<file path="src/rtl/ec_harness_pkg.sv">
// ec_harness_pkg: shared state encoding and status-bit helper for the serial EC harness
package ec_harness_pkg;

    typedef enum logic [1:0] {
        S_LOAD   = 2'd0,
        S_LAUNCH = 2'd1,
        S_WAIT   = 2'd2,
        S_UNLOAD = 2'd3
    } state_t;

    // The status bit sits just above the result in the outgoing frame, so it leaves first
    function automatic int status_pos(input int out_width);
        return out_width;
    endfunction

endpackage

</file>
<file path="src/rtl/ec_harness_shreg.sv">
// ec_harness_shreg: left-shifting register with parallel load and serial LSB input
module ec_harness_shreg #(
    parameter int WIDTH = 8
) (
    input  logic             clk,
    input  logic             rst,
    input  logic             load,
    input  logic [WIDTH-1:0] load_val,
    input  logic             shift,
    input  logic             sin,
    output logic [WIDTH-1:0] q
);

    logic [WIDTH-1:0] q_q, q_d;

    // Parallel load has priority over shifting; bits move toward the MSB
    always_comb q_d = load ? load_val : shift ? (q_q << 1) | WIDTH'(sin) : q_q;

    // Register with synchronous clear
    always_ff @(posedge clk) begin
        if (rst) q_q <= '0;
        else     q_q <= q_d;
    end

    assign q = q_q;

endmodule

</file>
<file path="src/rtl/ec_serial_harness_ctrl.sv">
// ec_serial_harness_ctrl: framed serial load / launch / wait / unload controller for EC cores
module ec_serial_harness_ctrl
    import ec_harness_pkg::*;
#(
    parameter int IN_WIDTH  = 236,
    parameter int OUT_WIDTH = 467,
    parameter int TIMEOUT   = 65535
) (
    input  logic                 clk,
    input  logic                 rst,
    input  logic                 bit_in,
    input  logic                 bit_in_valid,
    output logic                 bit_out,
    output logic                 bit_out_valid,
    output logic [IN_WIDTH-1:0]  dut_word,
    output logic                 dut_start,
    output logic                 dut_clr,
    input  logic                 dut_done,
    input  logic [OUT_WIDTH-1:0] dut_result,
    output logic                 busy,
    output logic                 timeout_err,
    output logic                 overrun_err
);

    localparam int ICW = $clog2(IN_WIDTH + 1);
    localparam int OCW = $clog2(OUT_WIDTH + 2);
    localparam int TCW = $clog2(TIMEOUT + 1);
    localparam int OW1 = OUT_WIDTH + 1;
    localparam int SP  = status_pos(OUT_WIDTH);

    state_t              state_q, state_d;
    logic [ICW-1:0]      in_cnt_q, in_cnt_d;
    logic [OCW-1:0]      out_cnt_q, out_cnt_d;
    logic [TCW-1:0]      tmr_q, tmr_d;
    logic [IN_WIDTH-1:0] dut_word_q, dut_word_d;
    logic                dut_start_q, dut_start_d;
    logic                dut_clr_q, dut_clr_d;
    logic                busy_q, busy_d;
    logic                bit_out_valid_q, bit_out_valid_d;
    logic                timeout_err_q, timeout_err_d;
    logic                overrun_err_q, overrun_err_d;

    logic                in_shift;
    logic [IN_WIDTH-1:0] in_sr;
    logic                out_load, out_shift;
    logic [OW1-1:0]      out_val, out_sr;

    ec_harness_shreg #(.WIDTH(IN_WIDTH)) u_in_sr (
        .clk      (clk),
        .rst      (rst),
        .load     (1'b0),
        .load_val ({IN_WIDTH{1'b0}}),
        .shift    (in_shift),
        .sin      (bit_in),
        .q        (in_sr)
    );

    ec_harness_shreg #(.WIDTH(OW1)) u_out_sr (
        .clk      (clk),
        .rst      (rst),
        .load     (out_load),
        .load_val (out_val),
        .shift    (out_shift),
        .sin      (1'b0),
        .q        (out_sr)
    );

    // Next-state, counters, shift controls and next values of the registered outputs
    always_comb begin
        state_d       = state_q;
        in_cnt_d      = in_cnt_q;
        out_cnt_d     = out_cnt_q;
        tmr_d         = tmr_q;
        dut_word_d    = dut_word_q;
        timeout_err_d = timeout_err_q;
        overrun_err_d = overrun_err_q | (bit_in_valid && state_q != S_LOAD);
        in_shift      = 1'b0;
        out_load      = 1'b0;
        out_shift     = 1'b0;
        out_val       = {1'b0, dut_result};
        case (state_q)
            S_LOAD: begin
                if (bit_in_valid) begin
                    in_shift = 1'b1;
                    if (in_cnt_q == ICW'(IN_WIDTH - 1)) begin
                        in_cnt_d   = '0;
                        dut_word_d = (in_sr << 1) | IN_WIDTH'(bit_in);
                        state_d    = S_LAUNCH;
                    end else begin
                        in_cnt_d = in_cnt_q + 1'b1;
                    end
                end
            end
            S_LAUNCH: begin
                tmr_d   = '0;
                state_d = S_WAIT;
            end
            S_WAIT: begin
                tmr_d = tmr_q + 1'b1;
                if (dut_done) begin
                    out_load = 1'b1;
                    state_d  = S_UNLOAD;
                end else if (tmr_q == TCW'(TIMEOUT - 1)) begin
                    out_load      = 1'b1;
                    out_val       = '0;
                    out_val[SP]   = 1'b1;
                    timeout_err_d = 1'b1;
                    state_d       = S_UNLOAD;
                end
            end
            S_UNLOAD: begin
                out_shift = 1'b1;
                if (out_cnt_q == OCW'(OUT_WIDTH)) begin
                    out_cnt_d = '0;
                    state_d   = S_LOAD;
                end else begin
                    out_cnt_d = out_cnt_q + 1'b1;
                end
            end
            default: state_d = S_LOAD;
        endcase
        // Pulses are decoded one cycle early so they come straight out of flops
        dut_start_d     = state_d == S_LAUNCH;
        dut_clr_d       = state_d == S_WAIT && tmr_d == TCW'(TIMEOUT - 1);
        busy_d          = state_d != S_LOAD;
        bit_out_valid_d = state_d == S_UNLOAD;
    end

    // State and output registers with synchronous reset
    always_ff @(posedge clk) begin
        if (rst) begin
            state_q         <= S_LOAD;
            in_cnt_q        <= '0;
            out_cnt_q       <= '0;
            tmr_q           <= '0;
            dut_word_q      <= '0;
            dut_start_q     <= 1'b0;
            dut_clr_q       <= 1'b0;
            busy_q          <= 1'b0;
            bit_out_valid_q <= 1'b0;
            timeout_err_q   <= 1'b0;
            overrun_err_q   <= 1'b0;
        end else begin
            state_q         <= state_d;
            in_cnt_q        <= in_cnt_d;
            out_cnt_q       <= out_cnt_d;
            tmr_q           <= tmr_d;
            dut_word_q      <= dut_word_d;
            dut_start_q     <= dut_start_d;
            dut_clr_q       <= dut_clr_d;
            busy_q          <= busy_d;
            bit_out_valid_q <= bit_out_valid_d;
            timeout_err_q   <= timeout_err_d;
            overrun_err_q   <= overrun_err_d;
        end
    end

    assign bit_out       = out_sr[SP];
    assign bit_out_valid = bit_out_valid_q;
    assign dut_word      = dut_word_q;
    assign dut_start     = dut_start_q;
    assign dut_clr       = dut_clr_q;
    assign busy          = busy_q;
    assign timeout_err   = timeout_err_q;
    assign overrun_err   = overrun_err_q;

endmodule

</file>
<file path="config.mk">
export PLATFORM = sky130hd
export DESIGN_NAME = ec_serial_harness_ctrl
export DESIGN_NICKNAME = d
export VERILOG_FILES = /design/src/rtl/ec_harness_pkg.sv /design/src/rtl/ec_harness_shreg.sv /design/src/rtl/ec_serial_harness_ctrl.sv
export SDC_FILE = /design/constraint.sdc
export NUM_CORES = 2
export LEC_CHECK = 0
export CORE_MARGIN = 2
export CORE_UTILIZATION = 43
export CTS_CLUSTER_DIAMETER = 60
export DETAILED_ROUTE_END_ITERATION = 7
export GPL_TIMING_DRIVEN = 1
export PLACE_DENSITY = 0.72
export SLEW_MARGIN = 0
export SYNTH_ARGS = -nofsm -noshare
export SYNTH_HDL_FRONTEND = slang
export SYNTH_SLANG_ARGS = --single-unit
</file>
<file path="constraint.sdc">
create_clock -name clk -period 3.13 [get_ports clk]
set_input_delay 0.313 -clock clk [delete_from_list [all_inputs] [get_ports clk]]
set_output_delay 0.313 -clock clk [all_outputs]
set_load 0.02 [all_outputs]
</file>
# [Word-level counts from Yosys, hierarchy flattened]
# Cells that the tools add are included.
[classes] add_sub_neg=3 n_eq_ne=10 n_mux=20 bitwise_logic=3 n_reduce_logical=9
[op_table] operator="$mux W468" n=5
[op_table] operator="$or A236 B1 Y236" n=1
[op_table] operator="$eq A16 B16 Y1 const B" n=2
[op_table] operator="$pmux W16 S2" n=1
[op_table] operator="$add A16 B1 Y16 const B" n=1
[op_table] operator="$mux W2" n=5
[op_table] operator="$add A9 B1 Y9 const B" n=1
[op_table] operator="$eq A9 B9 Y1 const B" n=1
[op_table] operator="$mux W9" n=1
[op_table] operator="$add A8 B1 Y8 const B" n=1
[op_table] operator="$eq A2 B2 Y1 const B" n=4
[op_table] operator="$eq A8 B8 Y1 const B" n=1
[op_table] operator="$mux W8" n=1
[op_table] operator="$pmux W2 S4" n=1
[op_table] operator="$mux W1" n=6
[op_table] operator="$reduce_and A3 Y1" n=2
[op_table] operator="$reduce_bool A2 Y1" n=3
[op_table] operator="$eq A2 B1 Y1 const B" n=2
[op_table] operator="$logic_and A1 B1 Y1" n=2
[op_table] operator="$logic_not A2 Y1" n=1
[op_table] operator="$reduce_and A2 Y1" n=1
[op_table] operator="$not A1 Y1" n=1
[op_table] operator="$or A1 B1 Y1" n=1
[word_totals] reg_bits=980 output_inout_bits=243

# [Longest topological paths before layout]
[logic_depth] ltp_word=6 depth_mapped=10

# [Modules after synthesis]
# A second synthesis with hierarchy kept.
[hier_totals] cells_unflattened=4911 area_unflattened_um2=45677.6
[modules_own_cells] mod="ec_harness_shreg at u_out_sr" n_inst=1 cells_each=2080 area_per_inst_um2=21660.8
[modules_own_cells] mod="ec_serial_harness_ctrl" n_inst=1 cells_each=1782 area_per_inst_um2=13211.4
[modules_own_cells] mod="ec_harness_shreg at u_in_sr" n_inst=1 cells_each=1049 area_per_inst_um2=10805.4

# [Worst setup path after synthesis]
# Ideal clock, no wire load.
[synth_path] path_type="reg2reg" startpoint="register state_q[0]" endpoint="register dut_word_q[100], in the netlist dut_word[100]" t_arrival_ns=2.034 path_slack_ns=0.963 stages_incl_launch_ff=11 path_buffers=4 period_less_slack_ns=2.167 path_cell_list="dfxtp_1 inv_1 ha_1 nand2_2 or4_1 clkbuf_1 clkbuf_1 buf_2 buf_2 nand2_1 a21oi_1"
[synth_between] elab_chain_cells=2
[synth_rtl] item="from (decl)" line="ec_serial_harness_ctrl.sv:31" source="state_t state_q, state_d;"
[synth_rtl] item="from (signal assigned)" line="ec_serial_harness_ctrl.sv:144" source="state_q <= state_d;"
[synth_rtl] item="$logic_not A2 Y1" line="ec_serial_harness_ctrl.sv:81" source="case (state_q)"
[synth_rtl] item="$reduce_and A3 Y1 (no line)"
[synth_rtl] item="to (signal assigned)" line="ec_serial_harness_ctrl.sv:148" source="dut_word_q <= dut_word_d;"
[synth_rtl] item="to (decl)" line="ec_serial_harness_ctrl.sv:35" source="logic [IN_WIDTH-1:0] dut_word_q, dut_word_d;"
# No other way between the ends.
# A chain may end at the register's enable or synchronous reset.

# [Worst setup path in the final report]
[layout_path] startpoint="register state_q[0]" endpoint="register u_out_sr.q_q[18], in the netlist u_out_sr.q[18]"
[layout_between] elab_chain_cells=3
[layout_rtl] item="$eq A2 B2 Y1" line="ec_serial_harness_ctrl.sv:81"
[layout_rtl] item="$mux W468 / $mux W1 (equally long branches)" line="ec_serial_harness_ctrl.sv:81"
[layout_rtl] item="$mux W468 / $reduce_bool A2 Y1 (equally long branches)"
[layout_rtl] item="to (signal assigned)" line="ec_harness_shreg.sv:22" source="else q_q <= q_d;"
[layout_rtl] item="to (decl)" line="ec_harness_shreg.sv:14" source="logic [WIDTH-1:0] q_q, q_d;"
# Several ways; a longest one is shown, not always the timed one.

==> run summary <==
status -> complete, no violations
Syn Nets -> 5,356
clock network power share -> 49.2%
Die Area -> 101,000 µm²
Setup CP Type -> reg2reg
Mapped Area -> 42,400 µm²
Gate power share -> 3.9%
area added between synthesis and finish -> 27.5%
Avg Cell Area, Syn -> 8.69 µm²
Pins Over Slew Limit -> 0
worst path arrival time -> 3.13 ns
CTS hold repair buffers -> 0
share of layout cells above drive strength 1 -> 20.8%
Final TNS setup -> 0 ns
Worst Hold Path EP -> u_in_sr.q[187]
Rows -> 115
initial core utilization -> 43.2%
crit path launch type -> flop
yosys warns -> 0
clock root cell -> clkbuf_16
DP HPWL -> 76,500 µm
largest net degree at the start of global routing -> 240
Fin Clk Skew -> 0.0226 ns
DRC -> 0
Pre-antenna DRT Iters -> 6
Crit. End Element -> flop
Final Hold Viols -> 0
min Tclk post-route -> 2.60 ns
fill count -> 8,779
Final GP Congestion -> 0.844
initial antenna violation count -> 28
setup slack, reg-to-reg -> 0.53 ns
Power Density -> 492 nW/µm²
clock buffer depth -> 3
maximum vdd drop -> 0.416 mV
vias in the first global route -> 34,400
hold path depth -> 2
Netlist cell types -> 45
total grt overflow -> 0
post-CTS sizing -> 0
CP Data Required Time -> 3.66 ns
Hold WS -> 0.123 ns
Std-Cell Core Area -> 98,000 µm²
Max Cap Violations -> 0
GRT Overall Usage -> 22.2%
final layout net count -> 5,832
Hold Crit Start -> rst
Least-Margin Pin Slew -> 1.15 ns
R2R cell count -> 7
Final period util -> 83.1%
R2R Path End -> u_out_sr.q[18]
vias per cell -> 5.25
RSZ-0062 raised after global routing -> false
Final setup viols -> 0
switching power -> 5.70 mW
DR WL/cell -> 17.4 µm
IO Pins -> 715
crit path max fanout -> 88
post-synthesis sequential area ratio -> 46.3%
cell internal pwr -> 20.9 mW
Placed Instances -> 6,531
Syn Inst Count -> 4,875
clock sinks -> 980
f_max -> 0.385 GHz
switching share of power -> 21.5%
cts bufs inserted -> 105
Die Span Y -> 318 µm
Die Span X -> 318 µm
Worst-Skew Late Latency -> 0.67 ns
I/O Buffers -> 714
# Post-CTS Setup Buffers -> 0
P_leak -> 17.5 nW
CTS tree -> built
H-tree depth -> 3
Total Routed Length -> 117,000 µm
global-route wire length before repair -> 185,000 µm
via count -> 35,400
slew margin rel. -> 23.5%
Seq pwr share -> 47.0%
commonest non-fill, non-tap cells in the layout -> nand2_1, dfxtp_1, a21oi_1, clkdlybuf4s50_1, mux2_2
CTS clock-pin slew for the worst setup and hold paths -> 0.06 ns
synthesis-stage register bit count -> 980
post-route ant nets -> 0
reg2reg start -> state_q[0]
non-filler instance count after layout -> 6,737
Hold Path Class -> in2reg
initial detailed-routing violation count -> 3,020
most common cell after layout, fill and taps aside -> nand2_1
==> metal layers <==
metal  vias up  global-route usage, %  share of wire (%)
li1      17400                      -                  -
met1     16700                   27.4                 41
met2      1002                   35.9                 47
met3       243                   6.49                7.9
met4        24                   10.1                3.8
met5         -                      0               0.13
==> state kept, by name, indices dropped and copies added (netlist names) <==
| register | cells |
|---|---|
| dut_clr | 1 |
| u_out_sr.q | 468 |
| in_cnt_q | 8 |
| out_cnt_q | 9 |
| busy | 1 |
| dut_start | 1 |
| overrun_err | 1 |
| u_in_sr.q | 235 |
| bit_out_valid | 1 |
| dut_word | 236 |
| tmr_q | 16 |
| timeout_err | 1 |
| state_q | 2 |
==> cells in the mapped netlist <==
| cell type | n | share of area [%] |
|---|---|---|
| o21bai_1 | 1 | 0.018 |
| a221oi_1 | 1 | 0.021 |
| nand2b_1 | 6 | 0.089 |
| mux2_2 | 467 | 12 |
| nor2_1 | 29 | 0.26 |
| or3_1 | 5 | 0.074 |
| inv_1 | 8 | 0.071 |
| or4_1 | 3 | 0.053 |
| nand3_1 | 75 | 0.89 |
| buf_1 | 62 | 0.55 |
| o41ai_1 | 1 | 0.021 |
| nor2b_1 | 8 | 0.12 |
| o31ai_1 | 1 | 0.018 |
| and4_1 | 1 | 0.021 |
| o22ai_1 | 1 | 0.015 |
| ha_1 | 9 | 0.27 |
| dfxtp_1 | 980 | 46 |
| clkbuf_1 | 282 | 2.5 |
| and2_1 | 2 | 0.030 |
| mux2i_1 | 4 | 0.095 |
| nand4_1 | 15 | 0.22 |
| o21ai_1 | 1 | 0.012 |
| and3b_1 | 1 | 0.021 |
| or4b_2 | 1 | 0.024 |
| nor3b_1 | 2 | 0.035 |
| buf_2 | 32 | 0.38 |
| o211ai_1 | 1 | 0.018 |
| nand2_2 | 1 | 0.015 |
| a211oi_1 | 2 | 0.035 |
| nand3_2 | 401 | 9.5 |
| and4b_1 | 1 | 0.024 |
| a21oi_1 | 950 | 11 |
| nor4_2 | 1 | 0.030 |
| o21ai_0 | 4 | 0.047 |
| xor2_1 | 14 | 0.29 |
| nand4b_1 | 2 | 0.041 |
| xnor2_1 | 5 | 0.10 |
| nor4bb_1 | 1 | 0.024 |
| nand3b_1 | 1 | 0.018 |
| nand2_1 | 1429 | 13 |
| nor3_1 | 12 | 0.14 |
| buf_6 | 47 | 1.2 |
| a32oi_1 | 1 | 0.021 |
| buf_4 | 1 | 0.018 |
| nor4_1 | 3 | 0.044 |
==> metrics by stage <==
stage / setup slack, ns / area, µm² / total power [mW] / util (%)
finish: 0.530 / 54000 / 26.6 / 55.1
global route: 0.338 / 54000 / 27.4 / 55.1
CTS: 0.551 / 54000 / 26.8 / 55.1
detailed placement: 0.569 / 50300 / 13.8 / 51.3
global placement: 0.606 / 50300 / 13.8 / 51.3
floorplan: 0.963 / 42400 / 13.0 / -
==> worst max-delay path: stages, from the launching register on <==
cell	delay, ns
dfxtp_1	0.34
inv_1	0.15
ha_1	0.19
nand4_1	0.13
or4_4	0.86
buf_12	0.37
nand3_1	0.18
a21oi_1	0.08
==> worst max-delay path by stage <==
stage | end | cells after the start | from | slack, ns
final | u_out_sr.q[18] | 7 | state_q[0] | 0.53
after CTS | u_out_sr.q[266] | 7 | state_q[0] | 0.55
after floorplan | dut_word[100] | 10 | state_q[0] | 0.96
after global placement | u_out_sr.q[0] | 7 | state_q[0] | 0.61
after global routing | dut_clr | 7 | state_q[0] | 0.34
after detailed placement | u_out_sr.q[0] | 7 | state_q[0] | 0.57
==> logic make-up (layout without fill, tap and decap cells) <==
logic type | count (synthesis) | in the layout | synth area share [%]
AND/OR/NAND/NOR | 2000 | 2000 | 24.3
adder cells (fa/ha/maj) | 9 | 9 | 0.266
flip-flops | 980 | 980 | 46.3
buffers and inverters | 432 | 991 | 4.76
XOR/XNOR | 19 | 19 | 0.393
AO/OA/AOI/OAI | 964 | 964 | 11.4
other | 0 | 16 | 0
multiplexers | 471 | 471 | 12.5
==> power by group through the flow <==
stage	clock network (mW)	registers, mW	logic (mW)
finish	13.1	12.5	1.03
global route	13.9	12.5	1.08
CTS	13.3	12.5	1.03
detailed placement	0	12.8	1.02
global placement	0	12.8	1.03
floorplan	0	12.8	0.262
==> final cells by class <==
class | count | area (µm²) | share of cell area [%]
timing repair buffer | 793 | 8230 | 15.2
clock buffer | 145 | 3010 | 5.57
antenna | 16 | 40.0 | 0.0742
clock inverter | 45 | 676 | 1.25
sequential | 980 | 19600 | 36.3
multi-input combinational | 3463 | 20800 | 38.5
inverter | 8 | 30.0 | 0.0556
tap | 1287 | 1610 | 2.98
Power figures use the tool's default switching activity.
